===== src/rtl/coin_payout_if.sv =====
// Coin payout bus: cash-out request and credit in, solenoid drives and status out.
// The game controller / bench side is master; the payout controller is slave.
interface coin_payout_if;
    logic        cash_btn;
    logic [11:0] credit;
    logic        exit_sense;
    logic        eject10;
    logic        eject5;
    logic        busy;
    logic        done;
    logic        jam;
    logic [11:0] remaining;

    modport master (
        output cash_btn, credit, exit_sense,
        input  eject10, eject5, busy, done, jam, remaining
    );

    modport slave (
        input  cash_btn, credit, exit_sense,
        output eject10, eject5, busy, done, jam, remaining
    );
endinterface


===== src/rtl/coin_payout.sv =====
// Coin payout controller: latches a BCD credit on a cash-out edge, ejects
// 10-unit coins then at most one 5-unit coin, confirms each on the IR exit
// sensor, retries a silent attempt once and latches jam on a second failure.
module coin_payout #(
    parameter int PULSE_W = 5_000_000,
    parameter int TIMEOUT = 50_000_000,
    parameter int GAP     = 10_000_000
) (
    input  logic          clk,
    input  logic          rst,
    coin_payout_if.slave  bus
);
    localparam logic [2:0] S_IDLE       = 3'd0;
    localparam logic [2:0] S_FIRE       = 3'd1;
    localparam logic [2:0] S_WAIT_SENSE = 3'd2;
    localparam logic [2:0] S_WAIT_CLEAR = 3'd3;
    localparam logic [2:0] S_GAP        = 3'd4;
    localparam logic [2:0] S_DONE       = 3'd5;
    localparam logic [2:0] S_JAM        = 3'd6;

    localparam logic [31:0] PULSE_LAST   = 32'(PULSE_W - 1);
    localparam logic [31:0] TIMEOUT_LAST = 32'(TIMEOUT - 1);
    localparam logic [31:0] GAP_LAST     = 32'(GAP - 1);

    logic [2:0]  state_q, state_d;
    logic [31:0] cnt_q, cnt_d;
    logic        sel10_q, sel10_d;
    logic        retry_q, retry_d;
    logic [11:0] rem_q, rem_d;
    logic        e10_q, e10_d;
    logic        e5_q, e5_d;
    logic        busy_q, busy_d;
    logic        done_q, done_d;
    logic        jam_q, jam_d;
    logic        sync1_q, sync2_q;
    logic        btn_q;
    logic        btn_rise;

    // A balance is payable while at least one whole coin is still owed.
    function automatic logic payable(input logic [11:0] b);
        return (b[11:8] != 4'd0) || (b[7:4] != 4'd0) || (b[3:0] >= 4'd5);
    endfunction

    // Ten-coin select: anything in tens or hundreds is paid in tens first.
    function automatic logic want_ten(input logic [11:0] b);
        return (b[11:8] != 4'd0) || (b[7:4] != 4'd0);
    endfunction

    // BCD minus 10 with borrow from hundreds; ones untouched.
    function automatic logic [11:0] dec10(input logic [11:0] b);
        if (b[7:4] != 4'd0)
            return {b[11:8], b[7:4] - 4'd1, b[3:0]};
        else
            return {b[11:8] - 4'd1, 4'd9, b[3:0]};
    endfunction

    function automatic logic [11:0] dec5(input logic [11:0] b);
        return {b[11:4], b[3:0] - 4'd5};
    endfunction

    assign btn_rise = bus.cash_btn && !btn_q;

    // Two-flop synchronizer for the IR sensor (idle high) and request edge history.
    always_ff @(posedge clk or posedge rst) begin
        if (rst) begin
            sync1_q <= 1'b1;
            sync2_q <= 1'b1;
            btn_q   <= 1'b0;
        end else begin
            sync1_q <= bus.exit_sense;
            sync2_q <= sync1_q;
            btn_q   <= bus.cash_btn;
        end
    end

    // Next-state logic; eject lines are computed here so they are registered outputs.
    always_comb begin
        state_d = state_q;
        cnt_d   = cnt_q;
        sel10_d = sel10_q;
        retry_d = retry_q;
        rem_d   = rem_q;
        e10_d   = e10_q;
        e5_d    = e5_q;
        busy_d  = busy_q;
        done_d  = 1'b0;
        jam_d   = jam_q;
        case (state_q)
            S_IDLE: begin
                if (btn_rise && payable(bus.credit)) begin
                    rem_d   = bus.credit;
                    busy_d  = 1'b1;
                    sel10_d = want_ten(bus.credit);
                    e10_d   = want_ten(bus.credit);
                    e5_d    = !want_ten(bus.credit);
                    cnt_d   = '0;
                    state_d = S_FIRE;
                end
            end
            S_FIRE: begin
                if (cnt_q == PULSE_LAST) begin
                    e10_d   = 1'b0;
                    e5_d    = 1'b0;
                    cnt_d   = '0;
                    state_d = S_WAIT_SENSE;
                end else begin
                    cnt_d = cnt_q + 32'd1;
                end
            end
            S_WAIT_SENSE: begin
                if (!sync2_q) begin
                    state_d = S_WAIT_CLEAR;
                end else if (cnt_q == TIMEOUT_LAST) begin
                    if (retry_q) begin
                        busy_d  = 1'b0;
                        jam_d   = 1'b1;
                        state_d = S_JAM;
                    end else begin
                        // Second attempt with the same coin.
                        retry_d = 1'b1;
                        e10_d   = sel10_q;
                        e5_d    = !sel10_q;
                        cnt_d   = '0;
                        state_d = S_FIRE;
                    end
                end else begin
                    cnt_d = cnt_q + 32'd1;
                end
            end
            S_WAIT_CLEAR: begin
                if (sync2_q) begin
                    rem_d   = sel10_q ? dec10(rem_q) : dec5(rem_q);
                    retry_d = 1'b0;
                    cnt_d   = '0;
                    state_d = S_GAP;
                end
            end
            S_GAP: begin
                if (cnt_q == GAP_LAST) begin
                    cnt_d = '0;
                    if (payable(rem_q)) begin
                        sel10_d = want_ten(rem_q);
                        e10_d   = want_ten(rem_q);
                        e5_d    = !want_ten(rem_q);
                        state_d = S_FIRE;
                    end else begin
                        done_d  = 1'b1;
                        busy_d  = 1'b0;
                        state_d = S_DONE;
                    end
                end else begin
                    cnt_d = cnt_q + 32'd1;
                end
            end
            S_DONE: begin
                state_d = S_IDLE;
            end
            S_JAM: begin
                state_d = S_JAM;
            end
            default: begin
                state_d = S_IDLE;
            end
        endcase
    end

    // State and output registers; reset clears eject drive without a clock.
    always_ff @(posedge clk or posedge rst) begin
        if (rst) begin
            state_q <= S_IDLE;
            cnt_q   <= '0;
            sel10_q <= 1'b0;
            retry_q <= 1'b0;
            rem_q   <= '0;
            e10_q   <= 1'b0;
            e5_q    <= 1'b0;
            busy_q  <= 1'b0;
            done_q  <= 1'b0;
            jam_q   <= 1'b0;
        end else begin
            state_q <= state_d;
            cnt_q   <= cnt_d;
            sel10_q <= sel10_d;
            retry_q <= retry_d;
            rem_q   <= rem_d;
            e10_q   <= e10_d;
            e5_q    <= e5_d;
            busy_q  <= busy_d;
            done_q  <= done_d;
            jam_q   <= jam_d;
        end
    end

    assign bus.eject10   = e10_q;
    assign bus.eject5    = e5_q;
    assign bus.busy      = busy_q;
    assign bus.done      = done_q;
    assign bus.jam       = jam_q;
    assign bus.remaining = rem_q;
endmodule


===== src/flat_wrapper.sv =====
// flat-port wrapper written by rule: the top's interface ports become plain ports
module coin_payout_flat 
#(
    parameter int PULSE_W = 5_000_000,
    parameter int TIMEOUT = 50_000_000,
    parameter int GAP     = 10_000_000
)
  (clk, rst, bus_cash_btn, bus_credit, bus_exit_sense, bus_eject10, bus_eject5, bus_busy, bus_done, bus_jam, bus_remaining);
  coin_payout_if bus_i ();
  input  logic clk;
  input  logic rst;
  input wire logic [$bits(bus_i.cash_btn)-1:0] bus_cash_btn;
  input wire logic [$bits(bus_i.credit)-1:0] bus_credit;
  input wire logic [$bits(bus_i.exit_sense)-1:0] bus_exit_sense;
  output wire logic [$bits(bus_i.eject10)-1:0] bus_eject10;
  output wire logic [$bits(bus_i.eject5)-1:0] bus_eject5;
  output wire logic [$bits(bus_i.busy)-1:0] bus_busy;
  output wire logic [$bits(bus_i.done)-1:0] bus_done;
  output wire logic [$bits(bus_i.jam)-1:0] bus_jam;
  output wire logic [$bits(bus_i.remaining)-1:0] bus_remaining;
  assign bus_i.cash_btn = bus_cash_btn;
  assign bus_i.credit = bus_credit;
  assign bus_i.exit_sense = bus_exit_sense;
  assign bus_eject10 = bus_i.eject10;
  assign bus_eject5 = bus_i.eject5;
  assign bus_busy = bus_i.busy;
  assign bus_done = bus_i.done;
  assign bus_jam = bus_i.jam;
  assign bus_remaining = bus_i.remaining;
  coin_payout #(.PULSE_W(PULSE_W), .TIMEOUT(TIMEOUT), .GAP(GAP)) u_core (.clk(clk), .rst(rst), .bus(bus_i));
endmodule

===== config.mk =====
export PLATFORM = sky130hd
export DESIGN_NAME = coin_payout_flat
export DESIGN_NICKNAME = d
export VERILOG_FILES = /design/src/rtl/coin_payout_if.sv /design/src/rtl/coin_payout.sv /design/src/flat_wrapper.sv
export SDC_FILE = /design/constraint.sdc
export NUM_CORES = 1
export LEC_CHECK = 0
export BUFFER_PORTS_ARGS = -buffer_cell sky130_fd_sc_hd__buf_2
export CAP_MARGIN = 20
export CORE_ASPECT_RATIO = 0.9
export CORE_MARGIN = 2
export CORE_UTILIZATION = 50
export DETAILED_ROUTE_END_ITERATION = 10
export GPL_TIMING_DRIVEN = 0
export PLACE_DENSITY = 0.69
export SLEW_MARGIN = 20
export SYNTH_ARGS = -nofsm -noshare
export SYNTH_HDL_FRONTEND = slang
export SYNTH_SLANG_ARGS = --single-unit

===== constraint.sdc =====
create_clock -name clk -period 5.12 [get_ports clk]
set_input_delay 0.256 -clock clk [delete_from_list [all_inputs] [get_ports clk]]
set_output_delay 0.256 -clock clk [all_outputs]
set_load 0.05 [all_outputs]

# Yosys cells after proc, flatten, opt, wreduce, memory -nomap -nowiden
# Index checks and enable logic that the tools add are counted.
word_totals:
  register_bits: 57
  latchBits: 0
  ram_bits: 0
  rom_bits: 0
  inputBits: 16
  output_inout_bits: 17
  wordCells: 127
  n_memories: 0
classes:
  addsub: 4
  n_mul: 0
  div_mod_pow: 0
  order_cmp: 2
  n_eq_ne: 23
  shift: 0
  mux: 52
  bitwise_logic: 0
  n_reduce_logical: 31
op_table:
  columns: ["op", "n"]
  rows:
  - ["32-bit 2-to-1 mux", 7]
  - ["32-bit case mux with 5 select lines", 1]
  - ["12-bit 2-to-1 mux", 4]
  - ["32-bit by 1-bit adder with 32-bit output, second input constant", 1]
  - ["32-bit by 23-bit equality test with 1-bit output, second input constant", 1]
  - ["32-bit by 24-bit equality test with 1-bit output, second input constant", 1]
  - ["32-bit by 26-bit equality test with 1-bit output, second input constant", 1]
  - ["1-bit 2-to-1 mux", 25]
  - ["3-bit 2-to-1 mux", 8]
  - ["12-bit case mux with 2 select lines", 1]
  - ["4-bit AND reduction", 5]
  - ["4-bit nonzero test", 5]
  - ["2-bit by 1-bit != test with 1-bit output, second input constant", 9]
  - ["3-bit case mux with 6 select lines", 1]
  - ["5-bit AND reduction", 3]
  - ["4-bit by 3-bit greater-or-equal comparator with 1-bit output, second input constant", 2]
  - ["2-bit != test, second input constant", 4]
  - ["1-bit case mux with 4 select lines", 2]
  - ["8-bit AND reduction", 1]
  - ["4-bit by 1-bit subtractor with 4-bit output, second input constant", 2]
  - ["7-bit AND reduction", 1]
  - ["3-bit by 2-bit equality test with 1-bit output, second input constant", 2]
  - ["3-bit equality test, second input constant", 2]
  - ["3-bit != test, second input constant", 2]
  - ["11 further kinds", 21]

# Logic depth before layout (Yosys ltp)
# Gate-level depths: netlist (run 1).
logic_depth:
  word_depth: 6
  depth_mapped: 9
  mapped_depth_nobuf: 8

# Worst setup path before layout (run 1)
# Ideal clock, no wire load.
synth_path:
  kind: "flip-flop to flip-flop"
  startpoint: "reg u_core.rem_q[4] (netlist: u_core.bus.remaining[4])"
  endpoint: "reg u_core.e10_q (netlist: u_core.bus.eject10)"
  setup_time_ns: 0.128
  arrival_ns: 2.486
  required_ns: 4.992
  setup_slack_ns: 2.506
  stages_incl_launch_ff: 8
  n_path_buf: 0
  synth_period_minus_slack_ns: 2.614
  cell_sequence: "dfrtp_1 inv_1 ha_1 or3b_2 a2111oi_0 o31a_1 nor4_4 mux2_1"
synth_via:
  elab_chain_cells: 5
  word_cells_on_any_way: 8
  classes_between: "eq/ne: 1; mux: 3; reduce/logical: 4"
synth_rtl:
  columns: ["element", "line", "text"]
  rows:
  - ["start: declaration", "coin_payout.sv:29", "logic [11:0] rem_q, rem_d;"]
  - ["start signal: assignment", "coin_payout.sv:185", "rem_q <= rem_d;"]
  - ["4-bit nonzero test *", "coin_payout.sv:41, coin_payout.sv:46", null]
  - ["1-bit logical OR *", "coin_payout.sv:41, coin_payout.sv:46", null]
  - ["1-bit 2-to-1 mux / 1-bit logical OR (equally long branches)", "coin_payout.sv:141, coin_payout.sv:41", null]
  - ["1-bit 2-to-1 mux / 2-bit by 1-bit != test with 1-bit output (equally long branches)", null, null]
  - ["1-bit case mux with 4 select lines / 8-bit AND reduction (equally long branches)", null, null]
  - ["end signal: assignment", "coin_payout.sv:175", "e10_q <= 1'b0;"]
  - ["end signal: assignment", "coin_payout.sv:186", "e10_q <= e10_d;"]
  - ["end: declaration", "coin_payout.sv:30", "logic e10_q, e10_d;"]
# Every way passes the cells marked *; elsewhere a longest branch is shown, timed or not. The select of a mux whose other input is x is not followed.
# A chain may end at the register's enable or synchronous reset.

# Worst setup path in the final report (run 1)
layout_path:
  startpoint: "reg u_core.rem_q[4] (netlist: u_core.bus.remaining[4])"
  endpoint: "reg u_core.state_q[2]"
layout_via:
  elab_chain_cells: 6
layout_rtl:
  columns: ["element", "line", "text"]
  rows:
  - ["4-bit nonzero test", "coin_payout.sv:41", "return (b[11:8] != 4'd0) || (b[7:4] != 4'd0) || (b[3:0] >= 4'd5);"]
  - ["1-bit logical OR (2 in a row)", "coin_payout.sv:41", null]
  - ["3-bit 2-to-1 mux", "coin_payout.sv:141", "if (payable(rem_q)) begin"]
  - ["3-bit 2-to-1 mux", "coin_payout.sv:139", "if (cnt_q == GAP_LAST) begin"]
  - ["3-bit case mux with 6 select lines", "coin_payout.sv:88", "case (state_q)"]
  - ["end signal: assignment", "coin_payout.sv:181", "state_q <= state_d;"]
  - ["end: declaration", "coin_payout.sv:25", "logic [2:0] state_q, state_d;"]
# No other way between the ends. The select of a mux whose other input is x is not followed.

==> flow_metrics.py, run 1 <==
metrics = {
    "logic_synthesis": {
        "async_flop_share": 1.000,
        "synth_fa_ha_area_frac": 0.01694,
        "synth_area_um2": 3692,
        "yosysTopAreaCellShare": 0.3728,
        "synth-simple-area-share": 0.2952,
        "ys.flop_type": "dfrtp_1",
        "synth-xor-area-share": 0,
        "synth-compound-area-share": 0.2497,
        "synth_top_family_by_area": "simple AND/OR/NAND/NOR gates",
        "yosysMostFrequentCell": "dfrtp_1",
        "ys_types": 63,
        "avgSynthCellArea_um2": 8.688,
        "synthCells": 425,
        "synth_nets": 446,
        "synth_top_cells_by_area": "dfrtp_1 37%, o21ai_0 5.2%, nor2_1 3.7%",
        "ys_ff_latch": 57,
        "ys_seq_area_frac": 0.3870,
        "synth_edf_count": 0,
        "ys_top_cells_by_count": "55 x dfrtp_1, 38 x o21ai_0, 36 x nor2_1, 32 x nand2_1, 21 x nand3_1",
        "ys_warn_count": 0,
        "yosysTopAreaCell": "dfrtp_1",
        "synthMuxAreaShare": 0.008811,
    },
    "power_and_ir_drop": {
        "clkPwrFrac": 0.201,
        "ir_drop_v": 0.0002664,
        "p_int_mw": 1.075,
        "power.switching_mw": 1.013,
        "pwr-share-seq": 0.285,
        "swShare": 0.4853,
        "pwr_density_cell_nw_per_um2": 496.2,
        "p_leak_nw": 1.669,
        "p_comb_frac": 0.514,
    },
    "clock_tree": {
        "cts_hold_buf": 2,
        "cts.sinks": 57,
        "clock_latency_ns": 0.35,
        "ctsRootBufferMaster": "clkbuf_8",
        "clkTransAtPathRegs_ns": 0.06,
        "cts_tree": "done",
        "cts-htree-levels": 3,
        "clock_path_buffers": 2,
        "cts_buffers": 9,
        "postCtsSetupRepairBufs": 0,
        "cts_resized": 0,
    },
    "place": {
        "dp.cells": 551,
        "hpwl_um": 7229,
        "port_buffers": 32,
        "place_ws_ns": 2.363,
        "gp_congestion": 0.9464,
    },
    "global_routing": {
        "grt_pass1_wl_um": 16520,
        "grt_usage": 0.2603,
        "grt_max_degree": 30,
        "antenna_found_initial": 0,
        "first_global_vias": 3355,
        "grt_overflow": 0,
    },
    "route": {
        "drt_iter0_drc": 345,
        "wl_per_cell_um": 17.41,
        "antenna_left": 0,
        "remaining_drc_errors": 0,
        "drt-vias-per-instance": 6.309,
        "vias": 3590,
        "drt_first_pass_iters": 5,
        "wl_um": 9904,
    },
    "sta": {
        "fmax_mhz": 356.3,
        "final.setup.tns_ns": 0,
        "slew_viol_final": 0,
        "rsz0062_at_grt": "no",
        "worstMarginPinSlew_ns": 0.9572,
        "worst_slack_ns": 2.313,
        "finalClockSkew_ns": 0.005915,
        "timing.final.crit_share": 0.5482,
        "min_period_ns": 2.807,
        "hold_viol": 0,
        "whs_ns": 0.02837,
        "finalSetupViolations": 0,
        "maxSlewHeadroom": 0.3551,
    },
    "worst_setup_path": {
        "worst-path-max-fanout": 4,
        "cp.arrival_ns": 3.09,
        "critical_path_class": "reg2reg",
        "cp-start-kind": "flip-flop",
        "cp.required_ns": 5.40,
        "critPathCaptureType": "flip-flop",
    },
    "run": {
        "maxCapViolations": 0,
    },
    "floorplan": {
        "ios": 33,
        "coreArea_um2": 7112,
        "dieArea_um2": 8089,
        "die_w_um": 94.58,
        "die_h_um": 85.53,
        "initial_core_util": 0.5192,
        "std_cell_rows": 29,
    },
    "min_path": {
        "holdCritPathClass": "in2reg",
    },
    "final_layout": {
        "final_nets": 492,
        "drive_gt1_frac": 0.1870,
        "diodes": 0,
        "final_util": 0.5917,
        "multi_input_area_um2": 2113,
        "syn_to_final_growth_pct": 13.96,
        "regArea_um2": 1429,
        "fillers": 671,
        "fin_cells": 569,
    },
    "outcome": {
        "status": "completed",
    },
}
[sequential cells by signal (all words and copies together), names as in the netlist]
register and flops:
u_core.cnt_q 32, u_core.bus.remaining 12, u_core.state_q 3, u_core.btn_q 1, u_core.bus.busy 1, u_core.bus.done 1
u_core.bus.eject10 1, u_core.bus.eject5 1, u_core.bus.jam 1, u_core.retry_q 1, u_core.sel10_q 1, u_core.sync1_q 1
u_core.sync2_q 1
[layout by cell type (no fill, tap or decap), drive strengths merged, types with 6 or more instances in the layout]
cell type,netlist,routed
o31ai,13,13
clkbuf,12,24
o22ai,8,8
and3,11,11
nor4,8,8
buf,9,42
nor3,8,8
or3,18,18
nor2,36,36
a21oi,20,20
or4,6,6
o211ai,9,9
o21ai,49,49
or2,8,8
dfrtp,55,55
nand2,32,32
inv,13,13
nand3,21,21
nand4,12,12
[cell families (layout without fill, tap and decap cells)]
| group | count (synthesis) | count (layout) |
|---|---|---|
| AND/OR/NAND/NOR | 190 | 190 |
| AO/OA/AOI/OAI | 136 | 136 |
| flip-flops | 57 | 57 |
| buffers and inverters | 34 | 85 |
| adder cells (fa/ha/maj) | 5 | 5 |
| multiplexers | 3 | 3 |
[power groups by stage]
stage / registers, mW / clock network, mW / logic, mW
floorplan: 0.772 / 0 / 0.616
global placement: 0.599 / 0 / 1.05
detailed placement: 0.601 / 0 / 1.06
CTS: 0.594 / 0.430 / 1.07
global route: 0.610 / 0.454 / 1.17
finish: 0.595 / 0.420 / 1.07
[area by class of cell]
cell class / instances / share of cell area
multi-input combinational: 334 / 0.5022
sequential: 57 / 0.3396
timing repair buffer: 35 / 0.04758
clock buffer: 12 / 0.03449
tap: 93 / 0.02765
buffer: 21 / 0.02557
inverter: 13 / 0.01219
clock inverter: 4 / 0.01070
[worst max-delay path, cell delays in order, from the launching register on]
cell       delay [ns]
dfrtp_1          0.41
inv_1            0.11
ha_1             0.23
or3b_2           0.50
a2111oi_0        0.75
nand2_1          0.22
a221oi_1         0.36
a21o_1           0.17
[metal layers]
layer / global-route usage / routed length [um]
met5: 0 / 0
met4: 0.07115 / 110
met3: 0.05800 / 722
met2: 0.3734 / 4292
met1: 0.3965 / 4778
[path summary, 6_finish.rpt]
check                                        start                      end  slack (ns)  cells past startpoint
hold reg to reg                     u_core.sync1_q           u_core.sync2_q        0.36                      0
hold / removal                        bus_cash_btn             u_core.btn_q        0.03                      1
min in group asynchronous                      rst  u_core.bus.remaining[3]        0.44                      3
setup / recovery           u_core.bus.remaining[4]        u_core.state_q[2]        2.31                      7
setup reg to reg           u_core.bus.remaining[4]        u_core.state_q[2]        2.31                      7
max in group asynchronous                      rst           u_core.sync1_q        4.11                      4
[stage by stage]
stage                     power (mW)  instance area, um^2
after floorplan                1.388                 3692
after global placement         1.648                 3969
after detailed placement       1.664                 3991
after CTS                      2.091                 4202
after global routing           2.239                 4208
final                          2.088                 4208
(Power assumes the default switching activity.)
==> run 2: changes to the inputs <==
==> constraint.sdc (replaced) <==
create_clock -name clk -period 2.6 [get_ports clk]
set_input_delay 0.13 -clock clk [delete_from_list [all_inputs] [get_ports clk]]
set_output_delay 0.13 -clock clk [all_outputs]
set_load 0.05 [all_outputs]
==> run 2 against run 1 <==
Against the previous run:
- clock power up 130%
- first-iteration DRC count down 14%
- critical path depth up 1
- cell area up 4.8%
- via count up 2.2%
- non-clock buffer count up 7
- power up 120%
- fmax up 12%
- worst setup slack worse by 2.2 ns
- critical path type unchanged
- critical endpoint is now u_core.cnt_q[24]
==> flow_metrics.py, run 2 (same netlist as run 1, synthesis figures left out) <==
metrics = {
    "min_path": {
        "worstHoldPathCells": 3,
        "min-delay-start": "bus_credit[7]",
        "hold_path_end": "u_core.bus.remaining[7]",
        "holdCritPathClass": "in2reg",
    },
    "floorplan": {
        "initial_core_util": 0.5192,
        "die_h_um": 85.53,
        "std_cell_rows": 29,
        "coreArea_um2": 7112,
        "die_w_um": 94.58,
        "ios": 33,
        "dieArea_um2": 8089,
    },
    "route": {
        "vias": 3670,
        "drt_iter0_drc": 295,
        "antenna_left": 0,
        "drt_first_pass_iters": 5,
        "drt-vias-per-instance": 6.372,
        "remaining_drc_errors": 0,
        "wl_um": 10280,
        "wl_per_cell_um": 17.84,
    },
    "sta": {
        "rsz0062_at_grt": "yes",
        "timing.final.crit_share": 0.9677,
        "finalSetupViolations": 0,
        "min_period_ns": 2.516,
        "finalClockSkew_ns": 0.01059,
        "hold_viol": 0,
        "slew_viol_final": 0,
        "worstMarginPinSlew_ns": 0.6854,
        "fmax_mhz": 397.5,
        "maxSlewHeadroom": 0.5393,
    },
    "place": {
        "gp_congestion": 0.9496,
        "hpwl_um": 7297,
        "dp.cells": 551,
        "port_buffers": 32,
    },
    "global_routing": {
        "grt_overflow": 0,
        "use_met3": 0.05185,
        "busiest_layer": "met1",
        "grt_usage": 0.2655,
        "first_global_vias": 3343,
        "grt_max_degree": 47,
        "grt_use_met1": 0.4130,
        "grt_pass1_wl_um": 16770,
        "antenna_found_initial": 0,
        "grtUsageMet2": 0.3792,
    },
    "worst_setup_path": {
        "r2r_cells": 8,
        "reg2reg_from": "u_core.cnt_q[27]",
        "cp.arrival_ns": 2.73,
        "cp.required_ns": 2.82,
        "cp-start-kind": "flip-flop",
        "timing.rr.end": "u_core.cnt_q[24]",
        "critical_path_class": "reg2reg",
        "r2r_slack_ns": 0.08,
        "path_cells": "or4_4 > nor4_4 > nand4_1 > o21a_2 > buf_4 > o21ai_4 > buf_6 > o211ai_1",
        "critPathCaptureType": "flip-flop",
        "max_stage_delay_ns": 0.54,
        "worst_path_max_delay_cell": "or4_4",
        "worst-path-max-fanout": 10,
    },
    "power_and_ir_drop": {
        "ir_drop_v": 0.0006683,
        "p_leak_nw": 1.758,
        "p_comb_frac": 0.529,
        "power_mw": 4.550,
        "pwr_density_cell_nw_per_um2": 1032,
        "clkPwrFrac": 0.213,
        "swShare": 0.4610,
        "pwr-share-seq": 0.258,
        "p_int_mw": 2.453,
        "power.switching_mw": 2.097,
    },
    "final_layout": {
        "diodes": 0,
        "drive_gt1_frac": 0.2236,
        "final_cell_mix": "54 x dfrtp_1, 37 x o21ai_0, 36 x nor2_1",
        "final_nets": 499,
        "fillers": 649,
        "layout_commonest_cell": "dfrtp_1",
        "multi_input_area_um2": 2163,
        "syn_to_final_growth_pct": 19.42,
        "largest_register_ffs": 32,
        "regArea_um2": 1430,
        "top_register": "u_core.cnt_q",
        "fin_cells": 576,
    },
    "clock_tree": {
        "clkTransAtPathRegs_ns": 0.07,
        "ctsRootBufferMaster": "clkbuf_8",
        "cts.sinks": 57,
        "cts_buffers": 9,
        "clock_path_buffers": 2,
        "cts-htree-levels": 3,
        "clock_latency_ns": 0.35,
        "cts_tree": "done",
    },
    "outcome": {
        "status": "completed",
    },
    "run": {
        "maxCapViolations": 0,
    },
}
[run 2: layout make-up]
cell class              instances  share of cell area
plain buffers                  20             0.03093
flip-flops and latches         57              0.3243
inverters                      13             0.01163
multi-input cells             334              0.4906
well taps                      93             0.02639
repair buffers                 43             0.06413
clock buffers                  11             0.03434
clock inverters                 5             0.01759
[run 2: per-layer routing]
metal,share of wire,up-vias,wire length (um)
li1,-,1742,-
met1,0.49,1784,4990
met4,0.0091,0,94
met3,0.064,10,655
met5,0,-,0
met2,0.44,134,4537
[run 2: power groups by stage]
stage | clock (mW) | combinational, mW | sequential (mW)
global placement | 0 | 2.07 | 1.18
global route | 1.03 | 2.61 | 1.20
CTS | 0.985 | 2.17 | 1.17
finish | 0.968 | 2.41 | 1.17
floorplan | 0 | 1.21 | 1.52
detailed placement | 0 | 2.10 | 1.18
[run 2: repair_timing]
item,in CTS,in global routing
hold endpoints to repair,57,0
pin swaps,2,7
setup buffers,1,5
hold buffers,3,0
resized for setup,2,24
gates cloned,0,1
endpoints found under the setup margin,30,35
[run 2: through the flow]
| step | setup TNS (ns) | cell area, um^2 | hold slack (ns) | util | setup WS (ns) |
|---|---|---|---|---|---|
| CTS | 0 | 4277 | 0.03116 | 0.6013 | 0.02276 |
| global placement | -0.08273 | 3970 | 0.2356 | 0.5582 | -0.03580 |
| floorplan | 0 | 3694 | 0.1345 | - | 0.06813 |
| detailed placement | -0.9636 | 4000 | 0.06288 | 0.5625 | -0.1030 |
| global route | -0.1778 | 4409 | 0.05582 | 0.6200 | -0.02235 |
| finish | 0 | 4409 | 0.03290 | 0.6200 | 0.08405 |
[run 2: worst max-delay path by stage]
stage / start / end / slack [ns] / cells past startpoint
after CTS: u_core.cnt_q[0] / u_core.bus.eject10 / 0.02 / 8
after global routing: u_core.cnt_q[27] / u_core.cnt_q[24] / -0.02 / 8
after global placement: u_core.state_q[1] / u_core.cnt_q[24] / -0.04 / 8
final: u_core.cnt_q[27] / u_core.cnt_q[24] / 0.08 / 8
after floorplan: u_core.bus.remaining[4] / u_core.bus.eject10 / 0.07 / 7
after detailed placement: u_core.state_q[1] / u_core.cnt_q[24] / -0.10 / 8
[run 2: worst max-delay path, delay by kind of cell (launching register included)]
family,cells,cell delay (ns)
compound gates,3,0.57
simple gates,3,1.03
buf+inv,2,0.36
flops,1,0.42
==> run 3: changes to the inputs <==
--- a/config.mk
+++ b/config.mk
@@ -12,7 +12,7 @@
 export CORE_UTILIZATION = 50
 export DETAILED_ROUTE_END_ITERATION = 10
 export GPL_TIMING_DRIVEN = 0
-export PLACE_DENSITY = 0.69
+export PLACE_DENSITY = 0.81
 export SLEW_MARGIN = 20
 export SYNTH_ARGS = -nofsm -noshare
 export SYNTH_HDL_FRONTEND = slang
==> run 3 against run 2 <==
Against the previous run:
- clock-buffer cell count fell by 2
- sequential share of layout area rose by 0.82 points
- worst hold slack improved by 0.014 ns
- power fell by 3.9%
- fmax rose by 0.67%
- critical path type unchanged
- wire length fell by 5.6%
- clock power rose by 5%
- die area did not move
- worst setup slack improved by 0.017 ns
- largest power group unchanged
==> flow_metrics.py, run 3 (same netlist as run 1, synthesis figures left out) <==
metrics = {
    "floorplan": {
        "dieArea_um2": 8089,
        "std_cell_rows": 29,
        "initial_core_util": 0.5192,
        "die_h_um": 85.53,
        "ios": 33,
        "die_w_um": 94.58,
        "coreArea_um2": 7112,
    },
    "sta": {
        "hold_viol": 0,
        "finalSetupViolations": 0,
        "rsz0062_at_grt": "no",
        "worstMarginPinSlew_ns": 0.7153,
        "final.setup.tns_ns": 0,
        "timing.final.crit_share": 0.9612,
        "fmax_mhz": 400.1,
        "maxSlewHeadroom": 0.5231,
        "min_period_ns": 2.499,
        "slew_viol_final": 0,
        "finalClockSkew_ns": 0.01022,
    },
    "global_routing": {
        "antenna_found_initial": 0,
        "busiest_layer": "met2",
        "first_global_vias": 3450,
        "use_met3": 0.06678,
        "grt_overflow": 0,
        "grt_use_met1": 0.3637,
        "grt_usage": 0.2523,
        "grt_max_degree": 58,
        "grtUsageMet2": 0.3708,
        "grt_pass1_wl_um": 16280,
    },
    "final_layout": {
        "drive_gt1_frac": 0.2067,
        "final_cell_area_um2": 4297,
        "top_register": "u_core.cnt_q",
        "layout_commonest_cell": "dfrtp_1",
        "final_nets": 495,
        "fin_cells": 572,
        "syn_to_final_growth_pct": 16.37,
        "final_cell_mix": "55 x dfrtp_1, 37 x buf_2, 37 x o21ai_0",
        "largest_register_ffs": 32,
        "diodes": 0,
    },
    "route": {
        "wl_um": 9705,
        "vias": 3655,
        "drt_iter0_drc": 398,
        "remaining_drc_errors": 0,
        "antenna_left": 0,
        "drt-vias-per-instance": 6.390,
        "drt_first_pass_iters": 5,
        "wl_per_cell_um": 16.97,
    },
    "clock_tree": {
        "clock_latency_ns": 0.35,
        "ctsRootBufferMaster": "clkbuf_8",
        "cts.sinks": 57,
        "cts_tree": "done",
        "cts-htree-levels": 3,
        "clock_path_buffers": 2,
        "clkTransAtPathRegs_ns": 0.07,
        "cts_buffers": 9,
    },
    "place": {
        "dp.cells": 550,
        "dpl_cell_area_um2": 3973,
        "hpwl_um": 6781,
        "gp_congestion": 0.9641,
        "port_buffers": 32,
    },
    "min_path": {
        "holdCritPathClass": "in2reg",
    },
    "worst_setup_path": {
        "cp-start-kind": "flip-flop",
        "worst-path-max-fanout": 6,
        "cp.required_ns": 2.82,
        "cp.arrival_ns": 2.72,
        "critical_path_class": "reg2reg",
        "critPathCaptureType": "flip-flop",
    },
    "run": {
        "maxCapViolations": 0,
    },
    "power_and_ir_drop": {
        "pwr_density_cell_nw_per_um2": 1017,
        "p_leak_nw": 1.705,
        "ir_drop_v": 0.0005680,
    },
    "outcome": {
        "status": "completed",
    },
}
## run 3: cell type report
type                    count  area [um^2]
inverters                  13        51.30
clock inverters             7        118.9
fillers                   615         2815
plain buffers              20        105.1
flip-flops and latches     57         1429
multi-input cells         334         2132
well taps                  93        116.4
repair buffers             39        220.2
clock buffers               9        123.9
## run 3: critical path: stages (launching register included)
cell and delay [ns]:
dfrtp_1 0.43, or4_4 0.56, nor4_4 0.25, and3_1 0.22, buf_4 0.15, o22ai_4 0.10, nor4_4 0.32, mux2_1 0.36
## run 3: per-stage QoR
stage | util | hold slack, ns | setup slack [ns] | power (mW)
after floorplan | - | 0.1345 | 0.06813 | 2.736
after global placement | 0.5582 | 0.2386 | -0.007238 | 3.202
after detailed placement | 0.5586 | 0.2385 | -0.04783 | 3.255
after CTS | 0.5971 | 0.03974 | 0.04257 | 4.284
after global routing | 0.6042 | 0.05110 | 0.009685 | 4.617
final | 0.6042 | 0.04690 | 0.1008 | 4.372
## run 3: worst paths after layout
check | from | endpoint | slack (ns) | cells after the start
min | bus_credit[7] | u_core.bus.remaining[7] | 0.05 | 3
max in group asynchronous | rst | u_core.cnt_q[23] | 1.67 | 3
min in group asynchronous | rst | u_core.bus.remaining[1] | 0.44 | 3
min reg2reg | u_core.sync1_q | u_core.sync2_q | 0.36 | 0
max reg2reg | u_core.cnt_q[28] | u_core.bus.eject10 | 0.10 | 7
max | u_core.cnt_q[28] | u_core.bus.eject10 | 0.10 | 7
## run 3: metal layers
metal,vias up,wire (um)
li1,1731,-
met1,1739,4463
met2,168,4417
met3,17,705
met4,0,118
met5,-,0
## run 3: what timing repair did
| item | in CTS | in global routing |
|---|---|---|
| endpoints found under the hold margin | 57 | 0 |
| resized for setup | 2 | 7 |
| hold buffers | 3 | 0 |
| setup endpoints to repair | 26 | 38 |
| cloned | 0 | 0 |
| setup buffers | 0 | 4 |
| pin swaps | 1 | 2 |
## run 3: report_power, final
group	internal, mW	switching [mW]
clock	0.636	0.386
sequential	1.03	0.146
combinational	0.667	1.51
